<file path="config.mk">
export PLATFORM = sky130hd
export DESIGN_NAME = uart_tx_scheduler
export DESIGN_NICKNAME = d
export VERILOG_FILES = /design/src/rtl/uart_pkg.sv /design/src/rtl/rr_arbiter.sv /design/src/rtl/uart_tx_scheduler.sv
export SDC_FILE = /design/constraint.sdc
export NUM_CORES = 1
export LEC_CHECK = 0
export ABC_AREA = 1
export CAP_MARGIN = 20
export CORE_UTILIZATION = 44
export DETAILED_ROUTE_END_ITERATION = 10
export GPL_TIMING_DRIVEN = 1
export HOLD_SLACK_MARGIN = 0.1
export PLACE_DENSITY_LB_ADDON = 0.2
export SETUP_SLACK_MARGIN = 0.1
export SYNTH_ARGS = -nofsm -noshare
export SYNTH_HDL_FRONTEND = slang
export SYNTH_HIERARCHICAL = 1
export SYNTH_SLANG_ARGS = --single-unit
</file>
<file path="constraint.sdc">
create_clock -name clk -period 2.56 [get_ports clk]
set_input_delay 0.64 -clock clk [delete_from_list [all_inputs] [get_ports clk]]
set_output_delay 0.64 -clock clk [all_outputs]
set_load 0.1 [all_outputs]
</file>
<file path="src/rtl/uart_pkg.sv">
// Shared UART definitions: parity encodings and transmit-scheduler state encodings.
package uart_pkg;

    typedef enum logic [1:0] {
        ParNone = 2'd0,
        ParOdd  = 2'd1,
        ParEven = 2'd2
    } parity_e;

    typedef enum logic [1:0] {
        StIdle     = 2'd0,
        StLoad     = 2'd1,
        StWaitBusy = 2'd2,
        StWaitDone = 2'd3
    } sched_state_e;

    // Request code 3 has no meaning on the line and is sent as no parity.
    function automatic parity_e sanitize_parity(input logic [1:0] mode);
        return (mode == 2'd3) ? ParNone : parity_e'(mode);
    endfunction

endpackage

</file>
<file path="src/rtl/rr_arbiter.sv">
// Combinational rotate-priority arbiter; the search starts one past the last grant.
module rr_arbiter #(
    parameter int unsigned NUM_REQ = 4,
    parameter int unsigned ID_W    = $clog2(NUM_REQ)
) (
    input  logic [NUM_REQ-1:0] req,
    input  logic [ID_W-1:0]    last_grant,
    output logic [NUM_REQ-1:0] gnt,
    output logic [ID_W-1:0]    id,
    output logic               any
);

    logic [ID_W-1:0] idx;

    always_comb begin
        gnt = '0;
        id  = '0;
        any = 1'b0;
        idx = '0;
        for (int unsigned off = 1; off <= NUM_REQ; off++) begin
            idx = ID_W'((32'(last_grant) + off) % NUM_REQ);
            if (!any && req[idx]) begin
                gnt[idx] = 1'b1;
                id       = idx;
                any      = 1'b1;
            end
        end
    end

endmodule

</file>
<file path="src/rtl/uart_tx_scheduler.sv">
// Round-robin scheduler sharing one UART transmitter among NUM_REQ requesters.
module uart_tx_scheduler
    import uart_pkg::*;
#(
    parameter int unsigned NUM_REQ       = 4,
    parameter int unsigned DATA_BITS     = 8,
    parameter int unsigned START_TIMEOUT = 1024,
    parameter int unsigned ID_W          = $clog2(NUM_REQ)
) (
    input  logic                         clk,
    input  logic                         rst_n,
    input  logic [NUM_REQ-1:0]           req_valid,
    input  logic [NUM_REQ*DATA_BITS-1:0] req_data,
    input  logic [NUM_REQ*2-1:0]         req_parity,
    output logic [NUM_REQ-1:0]           req_ready,
    output logic                         tx_start,
    output logic [DATA_BITS-1:0]         tx_data,
    output logic [1:0]                   tx_parity_type,
    input  logic                         tx_busy,
    input  logic                         tx_done,
    output logic [ID_W-1:0]              grant_id,
    output logic                         done_valid,
    output logic                         timeout_err
);

    localparam int unsigned CNT_W = $clog2(START_TIMEOUT) + 1;

    sched_state_e       state_q, state_d;
    logic [ID_W-1:0]    last_grant_q;
    logic [CNT_W-1:0]   cnt_q;
    logic               done_seen_q;
    logic [NUM_REQ-1:0] arb_gnt;
    logic [ID_W-1:0]    arb_id;
    logic               arb_any;
    logic               done_hit, timeout_hit;
    logic [NUM_REQ-1:0] req_ready_d;
    logic               tx_start_d, done_valid_d, timeout_err_d;

    rr_arbiter #(
        .NUM_REQ (NUM_REQ),
        .ID_W    (ID_W)
    ) u_arb (
        .req        (req_valid),
        .last_grant (last_grant_q),
        .gnt        (arb_gnt),
        .id         (arb_id),
        .any        (arb_any)
    );

    // A done seen during the load cycle still counts as completion in WAIT_BUSY.
    assign done_hit    = tx_done | done_seen_q;
    // cnt_q is 0 in the load cycle, so this fires START_TIMEOUT-1 cycles after tx_start.
    assign timeout_hit = (cnt_q == CNT_W'(START_TIMEOUT - 1));

    always_ff @(posedge clk or negedge rst_n) begin
        if (!rst_n) begin
            state_q <= StIdle;
        end else begin
            state_q <= state_d;
        end
    end

    always_comb begin
        state_d = state_q;
        unique case (state_q)
            StIdle:     if (arb_any) state_d = StLoad;
            StLoad:     state_d = StWaitBusy;
            StWaitBusy: begin
                if (done_hit)         state_d = StIdle;
                else if (tx_busy)     state_d = StWaitDone;
                else if (timeout_hit) state_d = StIdle;
            end
            StWaitDone: if (tx_done) state_d = StIdle;
            default:    state_d = StIdle;
        endcase
    end

    always_comb begin
        req_ready_d   = '0;
        tx_start_d    = 1'b0;
        done_valid_d  = 1'b0;
        timeout_err_d = 1'b0;
        unique case (state_q)
            StIdle: begin
                if (arb_any) begin
                    req_ready_d = arb_gnt;
                    tx_start_d  = 1'b1;
                end
            end
            StWaitBusy: begin
                done_valid_d  = done_hit;
                timeout_err_d = !done_hit && !tx_busy && timeout_hit;
            end
            StWaitDone: done_valid_d = tx_done;
            default: ;
        endcase
    end

    always_ff @(posedge clk or negedge rst_n) begin
        if (!rst_n) begin
            req_ready      <= '0;
            tx_start       <= 1'b0;
            done_valid     <= 1'b0;
            timeout_err    <= 1'b0;
            tx_data        <= '0;
            tx_parity_type <= ParNone;
            grant_id       <= '0;
            last_grant_q   <= ID_W'(NUM_REQ - 1);
            cnt_q          <= '0;
            done_seen_q    <= 1'b0;
        end else begin
            req_ready   <= req_ready_d;
            tx_start    <= tx_start_d;
            done_valid  <= done_valid_d;
            timeout_err <= timeout_err_d;
            if (state_q == StIdle && arb_any) begin
                tx_data        <= req_data[arb_id*DATA_BITS +: DATA_BITS];
                tx_parity_type <= sanitize_parity(req_parity[arb_id*2 +: 2]);
                grant_id       <= arb_id;
                cnt_q          <= '0;
                done_seen_q    <= 1'b0;
            end else if (state_q == StLoad || state_q == StWaitBusy) begin
                cnt_q       <= cnt_q + CNT_W'(1);
                done_seen_q <= done_seen_q | tx_done;
            end
            if (state_q == StLoad) begin
                last_grant_q <= grant_id;
            end
        end
    end

endmodule

</file>
======== Yosys cells after proc, flatten, opt, wreduce, memory -nomap -nowiden ========
Index checks and enable logic that the tools add are counted.
word-level totals
  register bits after elaboration ......... 35
  word-level logic and storage cells ...... 102
  output and inout bits ................... 19
  bits of input ports ..................... 48
operators by class
  reduce and logical (&&, ||, !) cells .... 19
  $add $sub $neg .......................... 5
  muxes and demuxes ....................... 45
  eq/ne operators ......................... 8
  bitwise logic cells ..................... 4
  shifts and indexed selects .............. 2
  order comparisons ....................... 8
operators with widths
  kind                                                               number
  variable part select 32 x 6 -> 8 bit                               1
  two-way mux 4 bit                                                  6
  two-way mux 11 bit                                                 2
  two-way mux 2 bit                                                  10
  two-way mux 1 bit                                                  17
  < comparator 2 x 3 -> 1 bit, second input constant                 4
  OR 4 bit                                                           3
  adder 11 x 1 -> 11 bit, second input constant                      1
  equality test 11 x 10 -> 1 bit, second input constant              1
  logical AND 1 bit                                                  10
  binary-select mux 1 bit (select 2 bit)                             4
  demux 1 bit (select 2 bit)                                         4
  greater-or-equal comparator 2 x 1 -> 1 bit, second input constant  4
  case mux 2 bit (4 select lines)                                    1
  variable part select 8 x 4 -> 2 bit                                1
  equality test 2 bit, second input constant                         3
  logical NOT 1 bit                                                  5
  adder 2 x 1 -> 2 bit, second input constant                        2
  adder 2 bit, second input constant                                 2
  inequality test 2 bit, second input constant                       2
  inequality test 4 bit, second input constant                       1
  AND reduction 3 bit                                                1
  equality test 2 x 1 -> 1 bit, second input constant                1
  logical NOT 2 bit                                                  1
  other kinds (4)                                                    4

======== Depth between registers and ports, before layout ========
  depth in word-level cells ............... 16
  depth in mapped cells ................... 16
  gate-level depth less buffers ........... 14

======== By module ========
The synthesis kept the hierarchy.
modules (own cells, without submodules)
  module             seq. area each (um^2)  instances  area an instance (um^2)  cells an instance
  uart_tx_scheduler  878.3                  1          1938.1                   251
  rr_arbiter         0.0                    1          535.5                    81

======== Worst setup path after synthesis ========
Ideal clock, no wire load.
  path type ............................... register to register
  start ................................... reg last_grant_q[0]
  end ..................................... reg tx_data[7]
  setup time .............................. 0.131 ns
  required time ........................... 2.429 ns
  arrival time ............................ 2.311 ns
  stages on the path, launching flop included .. 15
  path buffers ............................ 2
  path slack .............................. 0.118 ns
  period minus slack after synthesis ...... 2.442 ns
  cell sequence ........................... dfstp_2 > buf_6 > inv_8 > ha_1 > inv_2 > nand3_4 > nand2_4 > nor2_4 > nand3_1 > a21oi_1 > inv_2 > buf_2 > or2_0 > o2111ai_1 > nand3_1
between the ends
  longest elaborated chain between the ends .. 14
  elaborated cells between the ends (all ways) .. 28
  those cells by class .................... add/sub: 4; shift: 1; mux: 16; reduce/logical: 7
ends and longest elaborated chain
  what                                     line                      RTL
  start, declared                          uart_tx_scheduler.sv:29   logic [ID_W-1:0] last_grant_q;
  start signal, assigned                   uart_tx_scheduler.sv:108  last_grant_q <= ID_W'(NUM_REQ - 1);
  start signal, assigned                   uart_tx_scheduler.sv:127  last_grant_q <= grant_id;
  adder 2 x 1 -> 2 bit                     rr_arbiter.sv:21          idx = ID_W'((32'(last_grant) + off) % NUM_REQ);
  binary-select mux 1 bit (select 2 bit)   rr_arbiter.sv:22          if (!any && req[idx]) begin
  two-way mux 1 bit (not written as such)  rr_arbiter.sv:22
  two-way mux 1 bit                        rr_arbiter.sv:22
  logical NOT 1 bit                        rr_arbiter.sv:22
  logical AND 1 bit                        rr_arbiter.sv:22
  two-way mux 1 bit                        rr_arbiter.sv:22
  logical NOT 1 bit                        rr_arbiter.sv:22
  logical AND 1 bit                        rr_arbiter.sv:22
  two-way mux 1 bit                        rr_arbiter.sv:22
  logical NOT 1 bit                        rr_arbiter.sv:22
  logical AND 1 bit                        rr_arbiter.sv:22
  two-way mux 2 bit *                      rr_arbiter.sv:22
  net arb_id[0]                            uart_tx_scheduler.sv:33   logic [ID_W-1:0] arb_id;
  variable part select 32 x 6 -> 8 bit *   uart_tx_scheduler.sv:117  tx_data <= req_data[arb_id*DATA_BITS +: DATA_BITS];
  end signal, assigned                     uart_tx_scheduler.sv:117
  end, declared                            uart_tx_scheduler.sv:17   output logic [DATA_BITS-1:0] tx_data,
Mark *: on every way through the listed nets, which the timed path passes. The rest lies on a longest branch. The select of a mux whose other input is x is not followed.
A chain may end at the register's enable or synchronous reset.

======== Worst setup path in the final report ========
  start ................................... reg last_grant_q[0]
  end ..................................... reg tx_data[3]
Same word-level chain as after synthesis.

==> results.cfg <==
[clock_network]
htree_levels = 2
worstSkewPairLatency_ns = 0.29
cts_tree = yes
cts_made_buffers = 5
clockBufferDepth = 2
holdBufCountCts = 0
clock-sinks = 35
clk_pin_slew_worst_paths_ns = 0.07
cts_root_buf = clkbuf_8

[synthesis]
synth_nets = 394
yosysMostFrequentCell = nand2_1
syn_area_per_cell_sq_um = 7.45
synth_seq_cells = 35
synth_edf_count = 0
synth_top_cell_by_area = dfrtp_1
yosysWarnings = 6
synthCells = 332
ys_seq_area_frac = 0.355
synth.distinct_cells = 35
synth_ff_type = dfrtp_1
synth_area_leaders = dfrtp_1, nand2_1, ha_1, nand3_1, inv_1
netlist_area_sq_um = 2470
synthTopCellsByCount = nand2_1, dfrtp_1, nand3_1
async_reset_ff_frac = 1.00
synth.top_cell.area_share = 0.334

[layout]
drive_above_1_share = 0.207
nets = 482
n_fill_cell = 477
syn_to_final_growth_pct = 39.2
antenna_cells = 0
postLayoutCoreUtil = 0.653

[setup_path]
crit_path_end_kind = register
critPathMaxFanout = 20
reg2reg_from = last_grant_q[0]
worstPathArrival_ns = 2.50
r2r_end = tx_data[3]
r2r_slack_ns = 0.23
crit_type = reg2reg
crit_required_ns = 2.73
r2r_cells = 13
crit_path_start_kind = register

[sta]
post-route-period-util = 0.911
tightest_slew_ns = 0.770
relSlewSlack = 0.486
rsz0062_at_grt = true
final-setup-viol-count = 0
maxSlewViolCount = 0
fmax_ghz = 0.429
finClkSkew_ns = 0.00569
layout_min_cycle_time_ns = 2.33
hold_viol = 0
setup_slack_ns = 0.227

[place]
place_hpwl_um = 4430
place.gp.congestion = 0.865
pre_cts_ws_ns = -0.0171
io_buffers = 66

[detailed_routing]
wl_per_cell_um = 12.4
wl_um = 6070
vias = 2492
ant_nets = 0
first_pass_iters = 4
drt_iter0_drc = 131
via_per_inst = 5.08
drc = 0

[min_path]
hold_class = in2async

[die]
initial_utilization = 0.469
dieWidth_um = 77.0
die_area_sq_um = 5930
io-pin-count = 67
dieHeight_um = 77.0
core_area_sq_um = 5270
row_count = 26

[run_status]
status = complete, no violations

[run]
cap_violations = 0

[global_routing]
grt_use_total = 0.222
grt_pass1_vias = 2432
grt_max_degree = 36
grt_pass1_wl_um = 10500
antenna_found_initial = 0
grt_overflow = 0
-- area by class of cell --
type / count / area [sq um] / share of cell area
clock inverters: 2 / 12.5 / 0.00363
repair buffers: 90 / 797 / 0.231
multi-input cells: 251 / 1440 / 0.419
clock buffers: 6 / 72.6 / 0.0211
repair inverters: 1 / 7.51 / 0.00218
well taps: 70 / 87.6 / 0.0254
inverters: 36 / 145 / 0.0422
flip-flops and latches: 35 / 878 / 0.255
-- what timing repair did --
item,4_1_cts,5_1_grt
pin swaps,1,4
cloned,1,0
setup buffers,3,4
endpoints found under the setup margin,2,11
resized for setup,6,12
-- cells by family (layout without fill, tap and decap cells) --
kind of cell | after synthesis | in the layout | synth area share
adder cells (fa/ha/maj) | 14 | 14 | 0.0708
AO/OA/AOI/OAI | 51 | 51 | 0.119
multiplexers | 2 | 2 | 0.00910
AND/OR/NAND/NOR | 184 | 184 | 0.362
flip-flops | 35 | 35 | 0.355
buffers and inverters | 46 | 135 | 0.0840
-- critical path: stages, from the launching register on --
cell and delay (ns):
dfstp_2 0.59, inv_8 0.04, ha_4 0.30, inv_4 0.05, nand3_4 0.09, buf_6 0.12, nand3_2 0.08, a21oi_4 0.15
a21oi_4 0.06, buf_4 0.15, buf_8 0.14, or2_1 0.22, o211ai_1 0.09, o211ai_1 0.12
-- routing by layer --
metal / global-route usage / vias to the layer above / share of wire
met4: 0.0830 / 0 / 0.012
met2: 0.360 / 96 / 0.45
met5: 0 / - / 0
li1: - / 1255 / -
met3: 0.0619 / 7 / 0.080
met1: 0.279 / 1134 / 0.46
-- sequential cells by signal, summed over array words and instances, names as in the netlist --
| register | count |
|---|---|
| last_grant_q | 2 |
| done_seen_q | 1 |
| timeout_err | 1 |
| tx_data | 8 |
| done_valid | 1 |
| cnt_q | 11 |
| grant_id | 2 |
| req_ready | 4 |
| state_q | 2 |
| tx_parity_type | 2 |
| tx_start | 1 |
-- cells in the final DEF, fill, tap and decap left out, drive strengths merged --
cell and count:
nand3 35, and3 1, nand2 92, a21oi 13, clkinv 2, inv 35
ha 14, a21boi 4, dfstp 2, or2 8, o211ai 7, o21bai 1
nor2 36, o22ai 4, clkbuf 6, nor3 4, o21ai 21, buf 44
nand4 8, mux2 2, o2111ai 1, clkdlybuf4s50 46, clkinvlp 2, dfrtp 33
-- metrics by stage --
stage,setup TNS (ns),cells,hold slack (ns),instance area (sq um)
6_report,0,491,0.418,3440
5_1_grt,0,491,0.478,3440
4_1_cts,0,487,0.448,3370
3_5_place_dp,-0.0291,475,0.473,3230
3_3_place_gp,0,475,0.469,3230
2_1_floorplan,0,332,0.344,2470
-- worst max path at each step --
| stage | startpoint | end | slack (ns) | cells past startpoint |
|---|---|---|---|---|
| CTS | last_grant_q[0] | tx_data[5] | 0.14 | 14 |
| detailed placement | req_valid[1] | tx_data[7] | -0.02 | 12 |
| finish | last_grant_q[0] | tx_data[3] | 0.23 | 13 |
| global placement | req_valid[1] | tx_data[1] | 0.02 | 14 |
| floorplan | last_grant_q[0] | tx_data[7] | 0.12 | 14 |
| global route | last_grant_q[0] | tx_data[3] | 0.09 | 13 |
Power is left out: the tool's default activity adds up to more than one toggle a clock period on the data nets, which glitch-free logic cannot reach.
